==> src/rtl/control_sequencer.sv <==
// Hardwired control sequencer for the 32-bit bus datapath: fetch, memory wait,
// decode and per-opcode micro-sequences. Outputs decode state_q and ir (plus
// mem_ready for the MDRin strobe in read-wait ready cycles).
module control_sequencer #(
  parameter logic HALT_ON_ILLEGAL = 1'b1
) (
  input  logic        clk,
  input  logic        clr,
  input  logic [31:0] ir,
  input  logic        mem_ready,
  output logic [15:0] reg_in,
  output logic [15:0] reg_out,
  output logic        PCin,
  output logic        PCout,
  output logic        IRin,
  output logic        Yin,
  output logic        Zin,
  output logic        MARin,
  output logic        MDRin,
  output logic        MDRout,
  output logic        HIin,
  output logic        LOin,
  output logic        IncPC,
  output logic        Zhighout,
  output logic        Zlowout,
  output logic        Cout,
  output logic        Read,
  output logic        Write,
  output logic        ADD,
  output logic        SUB,
  output logic        AND,
  output logic        OR,
  output logic        SHR,
  output logic        SHRA,
  output logic        SHL,
  output logic        ROR,
  output logic        ROL,
  output logic        MUL,
  output logic        DIV,
  output logic        NEG,
  output logic        NOT,
  output logic        run,
  output logic        illegal
);

  localparam int unsigned REG_N = 16;
  localparam int unsigned OP_N  = 13;

  typedef enum logic [3:0] {
    S_RESET, S_T0, S_T1, S_T2, S_T3, S_T4, S_T5, S_T6, S_T7, S_HALT
  } state_t;

  typedef enum logic [2:0] {
    C_ALU3, C_MULDIV, C_UNARY, C_LD, C_ST, C_NOP, C_HALT, C_ILL
  } class_t;

  state_t            state_q, state_d;
  logic              first_q, first_d;
  logic              illegal_q, illegal_d;
  class_t            cls;
  logic [OP_N-1:0]   op_oh;
  logic [OP_N-1:0]   alu;
  logic [4:0]        opc;
  logic [REG_N-1:0]  ra_oh, rb_oh, rc_oh;
  logic              unused_ir;

  assign opc       = ir[31:27];
  assign ra_oh     = REG_N'(1) << ir[26:23];
  assign rb_oh     = REG_N'(1) << ir[22:19];
  assign rc_oh     = REG_N'(1) << ir[18:15];
  assign unused_ir = ^ir[14:0];

  // Opcode class and one-hot ALU op (bit 12 = ADD ... bit 0 = NOT)
  always_comb begin
    cls   = HALT_ON_ILLEGAL ? C_ILL : C_NOP;
    op_oh = '0;
    case (opc)
      5'd0:  cls = C_LD;
      5'd2:  cls = C_ST;
      5'd3, 5'd4, 5'd5, 5'd6, 5'd7, 5'd8, 5'd9, 5'd10, 5'd11: begin
        cls   = C_ALU3;
        op_oh = OP_N'(13'h1000 >> (opc - 5'd3));
      end
      5'd15, 5'd16: begin
        cls   = C_MULDIV;
        op_oh = OP_N'(13'h0008 >> (opc - 5'd15));
      end
      5'd17, 5'd18: begin
        cls   = C_UNARY;
        op_oh = OP_N'(13'h0002 >> (opc - 5'd17));
      end
      5'd26:   cls = C_NOP;
      5'd27:   cls = C_HALT;
      default: ;
    endcase
  end

  // State register with synchronous clear
  always_ff @(posedge clk) begin
    if (clr) begin
      state_q   <= S_RESET;
      first_q   <= 1'b0;
      illegal_q <= 1'b0;
    end else begin
      state_q   <= state_d;
      first_q   <= first_d;
      illegal_q <= illegal_d;
    end
  end

  // Next-state and control strobe decode
  always_comb begin
    state_d   = state_q;
    illegal_d = illegal_q;
    first_d   = (state_q == S_T0);
    reg_in    = '0;
    reg_out   = '0;
    PCin = 1'b0; PCout = 1'b0; IRin = 1'b0; Yin = 1'b0; Zin = 1'b0;
    MARin = 1'b0; MDRin = 1'b0; MDRout = 1'b0; HIin = 1'b0; LOin = 1'b0;
    IncPC = 1'b0; Zhighout = 1'b0; Zlowout = 1'b0; Cout = 1'b0;
    Read = 1'b0; Write = 1'b0;
    alu     = '0;
    run     = (state_q != S_RESET) && (state_q != S_HALT);
    illegal = (state_q == S_HALT) && illegal_q;
    case (state_q)
      S_RESET: state_d = S_T0;
      S_T0: begin
        PCout = 1'b1; MARin = 1'b1; IncPC = 1'b1; Zin = 1'b1;
        state_d = S_T1;
      end
      S_T1: begin
        Zlowout = 1'b1; PCin = first_q; Read = 1'b1;
        if (mem_ready) begin
          MDRin   = 1'b1;
          state_d = S_T2;
        end
      end
      S_T2: begin
        MDRout = 1'b1; IRin = 1'b1;
        state_d = S_T3;
      end
      S_T3: begin
        state_d = S_T4;
        case (cls)
          C_ALU3, C_LD, C_ST: begin reg_out = rb_oh; Yin = 1'b1; end
          C_MULDIV:           begin reg_out = ra_oh; Yin = 1'b1; end
          C_UNARY:            begin reg_out = rb_oh; alu = op_oh; Zin = 1'b1; end
          C_NOP:              state_d = S_T0;
          C_HALT:             begin state_d = S_HALT; illegal_d = 1'b0; end
          default:            begin state_d = S_HALT; illegal_d = 1'b1; end
        endcase
      end
      S_T4: begin
        state_d = S_T5;
        case (cls)
          C_ALU3:       begin reg_out = rc_oh; alu = op_oh; Zin = 1'b1; end
          C_MULDIV:     begin reg_out = rb_oh; alu = op_oh; Zin = 1'b1; end
          C_UNARY:      begin Zlowout = 1'b1; reg_in = ra_oh; state_d = S_T0; end
          C_LD, C_ST:   begin Cout = 1'b1; alu = OP_N'(13'h1000); Zin = 1'b1; end
          default:      state_d = S_T0;
        endcase
      end
      S_T5: begin
        state_d = S_T6;
        case (cls)
          C_ALU3:     begin Zlowout = 1'b1; reg_in = ra_oh; state_d = S_T0; end
          C_MULDIV:   begin Zlowout = 1'b1; LOin = 1'b1; end
          C_LD, C_ST: begin Zlowout = 1'b1; MARin = 1'b1; end
          default:    state_d = S_T0;
        endcase
      end
      S_T6: begin
        state_d = S_T0;
        case (cls)
          C_MULDIV: begin Zhighout = 1'b1; HIin = 1'b1; end
          C_LD: begin
            Read    = 1'b1;
            state_d = S_T6;
            if (mem_ready) begin
              MDRin   = 1'b1;
              state_d = S_T7;
            end
          end
          C_ST:    begin reg_out = ra_oh; MDRin = 1'b1; state_d = S_T7; end
          default: ;
        endcase
      end
      S_T7: begin
        state_d = S_T0;
        case (cls)
          C_LD: begin MDRout = 1'b1; reg_in = ra_oh; end
          C_ST: begin
            Write = 1'b1;
            if (!mem_ready) state_d = S_T7;
          end
          default: ;
        endcase
      end
      S_HALT:  state_d = S_HALT;
      default: state_d = S_RESET;
    endcase
  end

  assign {ADD, SUB, AND, OR, SHR, SHRA, SHL, ROR, ROL, MUL, DIV, NEG, NOT} = alu;

endmodule

==> config.mk <==
export PLATFORM = sky130hd
export DESIGN_NAME = control_sequencer
export DESIGN_NICKNAME = d
export VERILOG_FILES = /design/src/rtl/control_sequencer.sv
export SDC_FILE = /design/constraint.sdc
export NUM_CORES = 1
export LEC_CHECK = 0
export BUFFER_PORTS_ARGS = -buffer_cell sky130_fd_sc_hd__buf_4
export CORE_UTILIZATION = 25
export DETAILED_ROUTE_END_ITERATION = 6
export PLACE_DENSITY = 0.55
export SLEW_MARGIN = 20
export SYNTH_ARGS = -nofsm -noshare
export SYNTH_HDL_FRONTEND = slang
export SYNTH_SLANG_ARGS = --single-unit
==> constraint.sdc <==
create_clock -name clk -period 3.2 [get_ports clk]
set_clock_uncertainty 0.2 [all_clocks]
set_input_delay 0.64 -clock clk [delete_from_list [all_inputs] [get_ports clk]]
set_output_delay 0.64 -clock clk [all_outputs]
set_load 0.05 [all_outputs]
==> impl_metrics.prom, run 1 <==
# TYPE chip_impl_metric gauge
chip_impl_info{name="mostFrequentLayoutCells",value="sky130_fd_sc_hd__buf_4 (111), sky130_fd_sc_hd__buf_6 (48), sky130_fd_sc_hd__buf_8 (31)"} 1
chip_impl_metric{name="syn_avg_cell_area",unit="um2"} 6.25
chip_impl_metric{name="yosys.cell_types.count",unit=""} 63
chip_impl_info{name="hold_path_class",value="reg -> reg"} 1
chip_impl_info{name="worstPathCellList",value="buf_12 > inv_8 > ha_4 > nor4_4 > a2111o_1 > buf_6 > a31o_4 > or2_4 > nor4_2 > a211o_2 > buf_8"} 1
chip_impl_metric{name="layout.cells.non_filler",unit=""} 617
chip_impl_metric{name="yosys.area_share.simple",unit=""} 0.501
chip_impl_info{name="worstSetupPathType",value="in -> out"} 1
chip_impl_metric{name="cp.arrival",unit="ns"} 2.74
chip_impl_metric{name="avgRoutedWirePerCell",unit="um"} 16.0
chip_impl_metric{name="maximum_fanout_encountered_on_the_critical_timing_path",unit=""} 5
chip_impl_metric{name="detail_route.vias_per_cell",unit=""} 5.43
chip_impl_metric{name="synth_compound_area_frac",unit=""} 0.296
chip_impl_metric{name="postSynth.asyncResetShare",unit=""} 0
chip_impl_metric{name="worstSkewPairLatency",unit="ns"} 0.22
chip_impl_metric{name="cts_inserted_buffers",unit=""} 3
chip_impl_metric{name="yosysWarningCount",unit=""} 0
chip_impl_metric{name="antenna_found_initial",unit=""} 0
chip_impl_metric{name="cts-hold-fix-buffers",unit=""} 0
chip_impl_metric{name="gr-usage-all-layers",unit=""} 0.216
chip_impl_metric{name="chipWidth",unit="um"} 93.8
chip_impl_metric{name="coreArea",unit="um2"} 8180
chip_impl_metric{name="die_height",unit="um"} 93.8
chip_impl_metric{name="cp.buffers_inverters",unit=""} 4
chip_impl_metric{name="postPlaceCellArea",unit="um2"} 3810
chip_impl_metric{name="drc",unit=""} 0
chip_impl_metric{name="drtPass1Iterations",unit=""} 4
chip_impl_metric{name="num_io_pins",unit=""} 98
chip_impl_metric{name="synth.ff_latch_count",unit=""} 6
chip_impl_info{name="cpMaxStageDelayCell",value="sky130_fd_sc_hd__a2111o_1"} 1
chip_impl_metric{name="n_antenna_cell",unit=""} 0
chip_impl_metric{name="clockBufferDepth",unit=""} 2
chip_impl_metric{name="first_iter_violations",unit=""} 100
chip_impl_metric{name="critPathRequiredTime",unit="ns"} 2.36
chip_impl_metric{name="placed_cells_incl_taps",unit=""} 580
chip_impl_metric{name="worst_pin_slew",unit="ns"} 0.696
chip_impl_metric{name="edff_count_synth",unit=""} 0
chip_impl_metric{name="relSlewSlack",unit=""} 0.535
chip_impl_metric{name="htree_levels",unit=""} 1
chip_impl_metric{name="yosys.area_share.adder",unit=""} 0.0475
chip_impl_metric{name="num_rows",unit=""} 33
chip_impl_info{name="cp_top_family",value="compound AO/OA/AOI/OAI gates"} 1
chip_impl_metric{name="yosys.area.top_type_share",unit=""} 0.0909
chip_impl_info{name="post_synthesis_cell_type_with_the_largest_combined_area",value="sky130_fd_sc_hd__nor2_1"} 1
chip_impl_metric{name="yosys-mux-area-fraction",unit=""} 0.0154
chip_impl_metric{name="finish.net_count",unit=""} 557
chip_impl_info{name="root_buffer",value="sky130_fd_sc_hd__clkbuf_8"} 1
chip_impl_metric{name="layout-drive-gt1-share",unit=""} 0.639
chip_impl_info{name="run_status",value="finished, violations left"} 1
chip_impl_info{name="failed_checks",value="negative setup slack"} 1
chip_impl_metric{name="final_util",unit=""} 0.609
chip_impl_metric{name="synth_fp_nets",unit=""} 380
chip_impl_metric{name="grt_first_pass_wirelength",unit="mm"} 15.3
chip_impl_metric{name="tns_setup",unit="ns"} -14.90
chip_impl_metric{name="route.final.wire_length",unit="mm"} 9.88
chip_impl_metric{name="drv.max_cap_violation_count",unit=""} 0
chip_impl_info{name="tritoncts",value="built"} 1
chip_impl_info{name="prevailing_post_synth_register_cell",value="sky130_fd_sc_hd__dfxtp_1"} 1
chip_impl_metric{name="synth_cells",unit=""} 337
chip_impl_metric{name="first_global_vias",unit=""} 3206
chip_impl_metric{name="start_util",unit=""} 0.258
chip_impl_metric{name="area_growth_syn_to_layout",unit="%"} 136
chip_impl_metric{name="dpl.hpwl",unit="mm"} 7.08
chip_impl_metric{name="fin_crit",unit="ns"} 3.58
chip_impl_metric{name="synth.cell_area",unit="um2"} 2110
chip_impl_metric{name="finish.instance_area",unit="um2"} 4970
chip_impl_metric{name="globalRoute.totalOverflow",unit=""} 0
chip_impl_metric{name="clock_sinks",unit=""} 6
chip_impl_info{name="netlist_top_cells_area",value="sky130_fd_sc_hd__nor2_1 (9.1%), sky130_fd_sc_hd__a211o_1 (6.2%), sky130_fd_sc_hd__a21oi_1 (5.9%)"} 1
chip_impl_metric{name="synthXorXnorAreaFrac",unit=""} 0.00416
chip_impl_metric{name="finalSetupViolations",unit=""} 54
chip_impl_info{name="mostFrequentLayoutCell",value="sky130_fd_sc_hd__buf_4"} 1
chip_impl_metric{name="gpl.final_weighted_congestion",unit=""} 0.888
chip_impl_metric{name="achievable-frequency",unit="GHz"} 0.280
chip_impl_metric{name="worst_ir_drop_vdd",unit="V"} 0.000170
chip_impl_metric{name="die-area",unit="um2"} 8790
chip_impl_info{name="start_kind",value="primary input"} 1
chip_impl_metric{name="drtAntennaViolNets",unit=""} 0
chip_impl_metric{name="synth.yosys.seq_area_share",unit=""} 0.0570
chip_impl_metric{name="port_buffers",unit=""} 82
chip_impl_info{name="largest_family_of_logic_cells_by_synthesized_area",value="simple AND/OR/NAND/NOR gates"} 1
chip_impl_metric{name="layout_worst_path_cycle_share",unit=""} 1.12
chip_impl_metric{name="final_max_slew_viol_count",unit=""} 0
chip_impl_metric{name="max_stage_delay",unit="ns"} 0.49
chip_impl_metric{name="post-route-worst-setup-slack",unit="ns"} -0.378
chip_impl_metric{name="path_clk_slew",unit="ns"} 0.03
chip_impl_info{name="worst_setup_path_end_kind",value="primary output"} 1
chip_impl_metric{name="report.final.hold_viol_count",unit=""} 0
chip_impl_metric{name="num_vias",unit=""} 3352
chip_impl_metric{name="grt_start_max_net_pins",unit=""} 17
chip_impl_metric{name="power_density",unit="nW/um2"} 149
chip_impl_metric{name="timing.reg2reg.setup_slack",unit="ns"} 1.18
chip_impl_info{name="grt_setup_unrepaired",value="true"} 1
chip_impl_metric{name="static_power_due_to_leakage",unit="nW"} 2.00
[kinds of logic after synthesis]
kind of cell / Yosys count
flip-flops: 6
multiplexers: 2
XOR/XNOR: 1
buffers and inverters: 33
AO/OA/AOI/OAI: 88
adder cells (fa/ha/maj): 8
AND/OR/NAND/NOR: 199
[flip-flops by register name, summed over array words and instances, names as in the netlist]
name,cells
first_q,1
state_q,4
illegal_q,1
[final cells by class]
class,count,area [um2]
multi-input combinational,299,2700
tap,105,131
sequential,6,120
clock buffer,3,41.3
inverter,9,53.8
fill,709,3200
timing repair buffer,195,1920
[cells in the mapped netlist (all sizes together), types with 3 or more instances]
library cell / instances
a211o: 15
a21oi: 25
a22oi: 3
a31o: 3
a31oi: 6
and2: 4
and3: 4
buf: 15
clkbuf: 9
dfxtp: 6
ha: 8
inv: 9
nand2: 33
nand2b: 14
nand3: 11
nand4: 16
nor2: 51
nor2b: 10
nor3: 20
nor3b: 3
nor4: 11
nor4b: 3
o21ai: 12
or2: 7
or3: 5
[worst paths after layout]
kind                           startpoint                      end  cells past startpoint
hold / removal     illegal_q$_SDFFE_PP0P_   illegal_q$_SDFFE_PP0P_                      2
hold reg to reg    illegal_q$_SDFFE_PP0P_   illegal_q$_SDFFE_PP0P_                      2
setup reg to reg  state_q[1]$_SDFFE_PP0P_  state_q[2]$_SDFFE_PP0P_                      6
setup / recovery                   ir[28]               reg_out[0]                     11
[metal layers]
layer | vias up | share of wire | track usage
met2 | 114 | 0.52 | 0.381
met5 | - | 0 | 0
met3 | 14 | 0.055 | 0.0243
met1 | 1599 | 0.41 | 0.278
li1 | 1625 | - | -
met4 | 0 | 0.016 | 0.0474
[where the power goes]
part	switching, W	leakage, nW	total [W]	internal, W
sequential	0.00000964	0.0491	0.0000908	0.0000811
clock	0.0000302	0.0216	0.000111	0.0000806
combinational	0.000308	1.93	0.000537	0.000229
total	0.000348	2.00	0.000739	0.000391
[repair_timing]
item / CTS / global route
pin swaps: 41 / 24
resized for setup: 164 / 33
setup endpoints to repair: 54 / 54
buffers inserted: 25 / 8
endpoints found under the hold margin: 0 / 0
gates cloned: 3 / 0
[worst reg2reg max path, cell delays in order (launching register included)]
cell,delay [ns]
sky130_fd_sc_hd__dfxtp_1,0.51
sky130_fd_sc_hd__nand2b_1,0.29
sky130_fd_sc_hd__or2_2,0.18
sky130_fd_sc_hd__buf_4,0.26
sky130_fd_sc_hd__o21ai_0,0.13
sky130_fd_sc_hd__a31oi_1,0.21
sky130_fd_sc_hd__a31oi_1,0.11
[stage by stage]
stage          total power (W)  hold WS, ns  worst slack [ns]
2_1_floorplan         0.000347        0.226            -0.382
3_3_place_gp          0.000503        0.250            -0.563
3_5_place_dp          0.000507        0.241            -0.573
4_1_cts               0.000714        0.255            -0.342
5_1_grt               0.000783        0.280            -0.438
6_report              0.000739        0.253            -0.378
Power figures use the tool's default switching activity.
==> run 2, diff against run 1 <==
--- a/config.mk
+++ b/config.mk
@@ -5,10 +5,11 @@
 export SDC_FILE = /design/constraint.sdc
 export NUM_CORES = 1
 export LEC_CHECK = 0
-export BUFFER_PORTS_ARGS = -buffer_cell sky130_fd_sc_hd__buf_4
 export CORE_UTILIZATION = 25
 export DETAILED_ROUTE_END_ITERATION = 6
-export PLACE_DENSITY = 0.55
+export DONT_BUFFER_PORTS = 1
+export PLACE_DENSITY = 0.45
+export SETUP_SLACK_MARGIN = 0.02
 export SLEW_MARGIN = 20
 export SYNTH_ARGS = -nofsm -noshare
 export SYNTH_HDL_FRONTEND = slang
==> run 2 against run 1 <==
Against the previous run:
- the flow still finishes with violations (negative setup slack)
- core utilization fell by 5.8 points
- via count fell by 10%
- die area did not move
- maximum frequency rose by 3.7%
==> impl_metrics.prom, run 2 (synthesized netlist as in run 1, its figures left out) <==
# TYPE chip_impl_metric gauge
chip_impl_info{name="failed_checks",value="negative setup slack"} 1
chip_impl_metric{name="path_clk_slew",unit="ns"} 0.04
chip_impl_metric{name="dpl.hpwl",unit="mm"} 6.90
chip_impl_info{name="tritoncts",value="built"} 1
chip_impl_metric{name="multi_input_area",unit="um2"} 2710
chip_impl_metric{name="max_stage_delay",unit="ns"} 0.38
chip_impl_metric{name="achievable-frequency",unit="GHz"} 0.290
chip_impl_metric{name="htree_levels",unit=""} 1
chip_impl_metric{name="report.final.hold_viol_count",unit=""} 0
chip_impl_info{name="worst_setup_path_end_kind",value="primary output"} 1
chip_impl_metric{name="clockBufferDepth",unit=""} 2
chip_impl_metric{name="drv.max_cap_violation_count",unit=""} 0
chip_impl_metric{name="critPathRequiredTime",unit="ns"} 2.36
chip_impl_metric{name="layout_worst_path_cycle_share",unit=""} 1.08
chip_impl_metric{name="gpl.final_weighted_congestion",unit=""} 0.879
chip_impl_metric{name="detail_route.vias_per_cell",unit=""} 5.52
chip_impl_metric{name="clock_sinks",unit=""} 6
chip_impl_info{name="largest-register",value="state_q"} 1
chip_impl_metric{name="coreArea",unit="um2"} 8180
chip_impl_metric{name="num_io_pins",unit=""} 98
chip_impl_metric{name="switching_power",unit="W"} 0.000310
chip_impl_info{name="run_status",value="finished, violations left"} 1
chip_impl_metric{name="first_global_vias",unit=""} 2956
chip_impl_metric{name="sw_frac_of_total",unit=""} 0.474
chip_impl_info{name="hold_path_class",value="reg -> reg"} 1
chip_impl_metric{name="drtPass1Iterations",unit=""} 4
chip_impl_metric{name="static_power_due_to_leakage",unit="nW"} 1.68
chip_impl_info{name="cpMaxStageDelayCell",value="sky130_fd_sc_hd__a221o_2"} 1
chip_impl_metric{name="n_antenna_cell",unit=""} 0
chip_impl_metric{name="largest_reg_flops",unit=""} 4
chip_impl_metric{name="power.combinational.fraction",unit=""} 0.692
chip_impl_metric{name="drc",unit=""} 0
chip_impl_metric{name="post-place-ws",unit="ns"} -0.295
chip_impl_metric{name="drtAntennaViolNets",unit=""} 0
chip_impl_metric{name="finalSetupViolations",unit=""} 47
chip_impl_metric{name="first_iter_violations",unit=""} 96
chip_impl_metric{name="post-route-worst-setup-slack",unit="ns"} -0.249
chip_impl_metric{name="start_util",unit=""} 0.258
chip_impl_info{name="cp_top_family",value="compound AO/OA/AOI/OAI gates"} 1
chip_impl_metric{name="relSlewSlack",unit=""} 0.548
chip_impl_metric{name="seq_power_share",unit=""} 0.137
chip_impl_metric{name="cts_inserted_buffers",unit=""} 3
chip_impl_metric{name="die_height",unit="um"} 93.8
chip_impl_metric{name="fillCellCount",unit=""} 734
chip_impl_metric{name="grt_first_pass_wirelength",unit="mm"} 14.6
chip_impl_info{name="worstSetupPathType",value="in -> out"} 1
chip_impl_info{name="reg.largest.list",value="state_q (4), first_q (1), illegal_q (1)"} 1
chip_impl_metric{name="num_rows",unit=""} 33
chip_impl_info{name="worstPathCellList",value="ha_4 > and4b_2 > buf_6 > a211oi_4 > buf_4 > a31o_4 > or2_4 > nor3_2 > a221o_2 > buf_12"} 1
chip_impl_metric{name="layout-drive-gt1-share",unit=""} 0.569
chip_impl_info{name="start_kind",value="primary input"} 1
chip_impl_info{name="grt_setup_unrepaired",value="true"} 1
chip_impl_metric{name="route.final.wire_length",unit="mm"} 9.35
chip_impl_metric{name="layout.cells.non_filler",unit=""} 544
chip_impl_metric{name="chipWidth",unit="um"} 93.8
chip_impl_metric{name="register_area",unit="um2"} 120
chip_impl_metric{name="p_clk_frac",unit=""} 0.171
chip_impl_metric{name="finish.net_count",unit=""} 484
chip_impl_metric{name="cts-hold-fix-buffers",unit=""} 0
chip_impl_metric{name="worst_pin_slew",unit="ns"} 0.676
chip_impl_metric{name="cp.arrival",unit="ns"} 2.61
chip_impl_metric{name="cp.buffers_inverters",unit=""} 3
chip_impl_metric{name="fin_crit",unit="ns"} 3.45
chip_impl_metric{name="maximum_fanout_encountered_on_the_critical_timing_path",unit=""} 9
chip_impl_metric{name="gr-usage-all-layers",unit=""} 0.205
chip_impl_metric{name="avgRoutedWirePerCell",unit="um"} 17.2
chip_impl_metric{name="cell_internal_pwr",unit="W"} 0.000343
chip_impl_info{name="mostFrequentLayoutCells",value="sky130_fd_sc_hd__buf_4 (65), sky130_fd_sc_hd__buf_12 (33), sky130_fd_sc_hd__nand2_1 (29)"} 1
chip_impl_metric{name="port_buffers",unit=""} 0
chip_impl_metric{name="worst_ir_drop_vdd",unit="V"} 0.000185
chip_impl_metric{name="grt_start_max_net_pins",unit=""} 19
chip_impl_metric{name="placed_cells_incl_taps",unit=""} 521
chip_impl_info{name="mostFrequentLayoutCell",value="sky130_fd_sc_hd__buf_4"} 1
chip_impl_metric{name="final_util",unit=""} 0.550
chip_impl_metric{name="globalRoute.totalOverflow",unit=""} 0
chip_impl_metric{name="antenna_found_initial",unit=""} 0
chip_impl_metric{name="power_density",unit="nW/um2"} 145
chip_impl_metric{name="worstSkewPairLatency",unit="ns"} 0.22
chip_impl_metric{name="final_max_slew_viol_count",unit=""} 0
chip_impl_metric{name="area_growth_syn_to_layout",unit="%"} 114
chip_impl_metric{name="die-area",unit="um2"} 8790
chip_impl_metric{name="num_vias",unit=""} 3002
chip_impl_info{name="root_buffer",value="sky130_fd_sc_hd__clkbuf_8"} 1
run 2: changes by cell type in the layout (fill, tap and decap cells not counted), sizes merged:
cell / delta
buf: -72
or2: -1
run 2: path summary, 6_finish.rpt:
check,startpoint,end,slack (ns),cells after the start
setup / recovery,ir[27],reg_out[4],-0.25,10
hold / removal,illegal_q$_SDFFE_PP0P_,illegal_q$_SDFFE_PP0P_,0.25,2
setup reg to reg,state_q[1]$_SDFFE_PP0P_,state_q[2]$_SDFFE_PP0P_,1.18,6
hold reg to reg,illegal_q$_SDFFE_PP0P_,illegal_q$_SDFFE_PP0P_,0.25,2
run 2: power by group through the flow:
stage | logic [W] | clock network [W] | registers [W]
2_1_floorplan | 0.000266 | 0 | 0.0000856
3_5_place_dp | 0.000372 | 0 | 0.0000902
3_3_place_gp | 0.000369 | 0 | 0.0000903
4_1_cts | 0.000417 | 0.000115 | 0.0000891
5_1_grt | 0.000479 | 0.000121 | 0.0000903
6_report | 0.000452 | 0.000112 | 0.0000894
run 2: area by class of cell:
type / count / share of cell area
inverter: 9 / 0.0117
sequential: 6 / 0.0267
timing repair buffer: 123 / 0.321
multi-input combinational: 298 / 0.602
clock buffer: 3 / 0.00918
tap: 105 / 0.0292
run 2: timing repair:
item	CTS	global route
pin swaps	23	28
buffers inserted	10	9
resized for setup	62	39
cloned	0	1
endpoints found under the setup margin	51	52
run 2: metal layers:
layer | share of wire | GRT usage
met2 | 0.52 | 0.359
met1 | 0.42 | 0.267
met5 | 0 | 0
met3 | 0.047 | 0.0194
met4 | 0.0067 | 0.0474
run 2: stage by stage:
| step | hold slack [ns] | power (W) | TNS [ns] | cell area (um2) |
|---|---|---|---|---|
| after floorplan | 0.226 | 0.000351 | -7.86 | 2610 |
| after global placement | 0.240 | 0.000459 | -9.88 | 3750 |
| after detailed placement | 0.253 | 0.000462 | -9.69 | 3750 |
| after CTS | 0.258 | 0.000621 | -6.20 | 4210 |
| after global routing | 0.276 | 0.000691 | -10.41 | 4500 |
| final | 0.254 | 0.000653 | -7.46 | 4500 |
run 2: worst min-delay path: stages, from the launching register on:
cell and delay (ns):
sky130_fd_sc_hd__dfxtp_1 0.30, sky130_fd_sc_hd__nand2_1 0.05, sky130_fd_sc_hd__a21oi_1 0.06
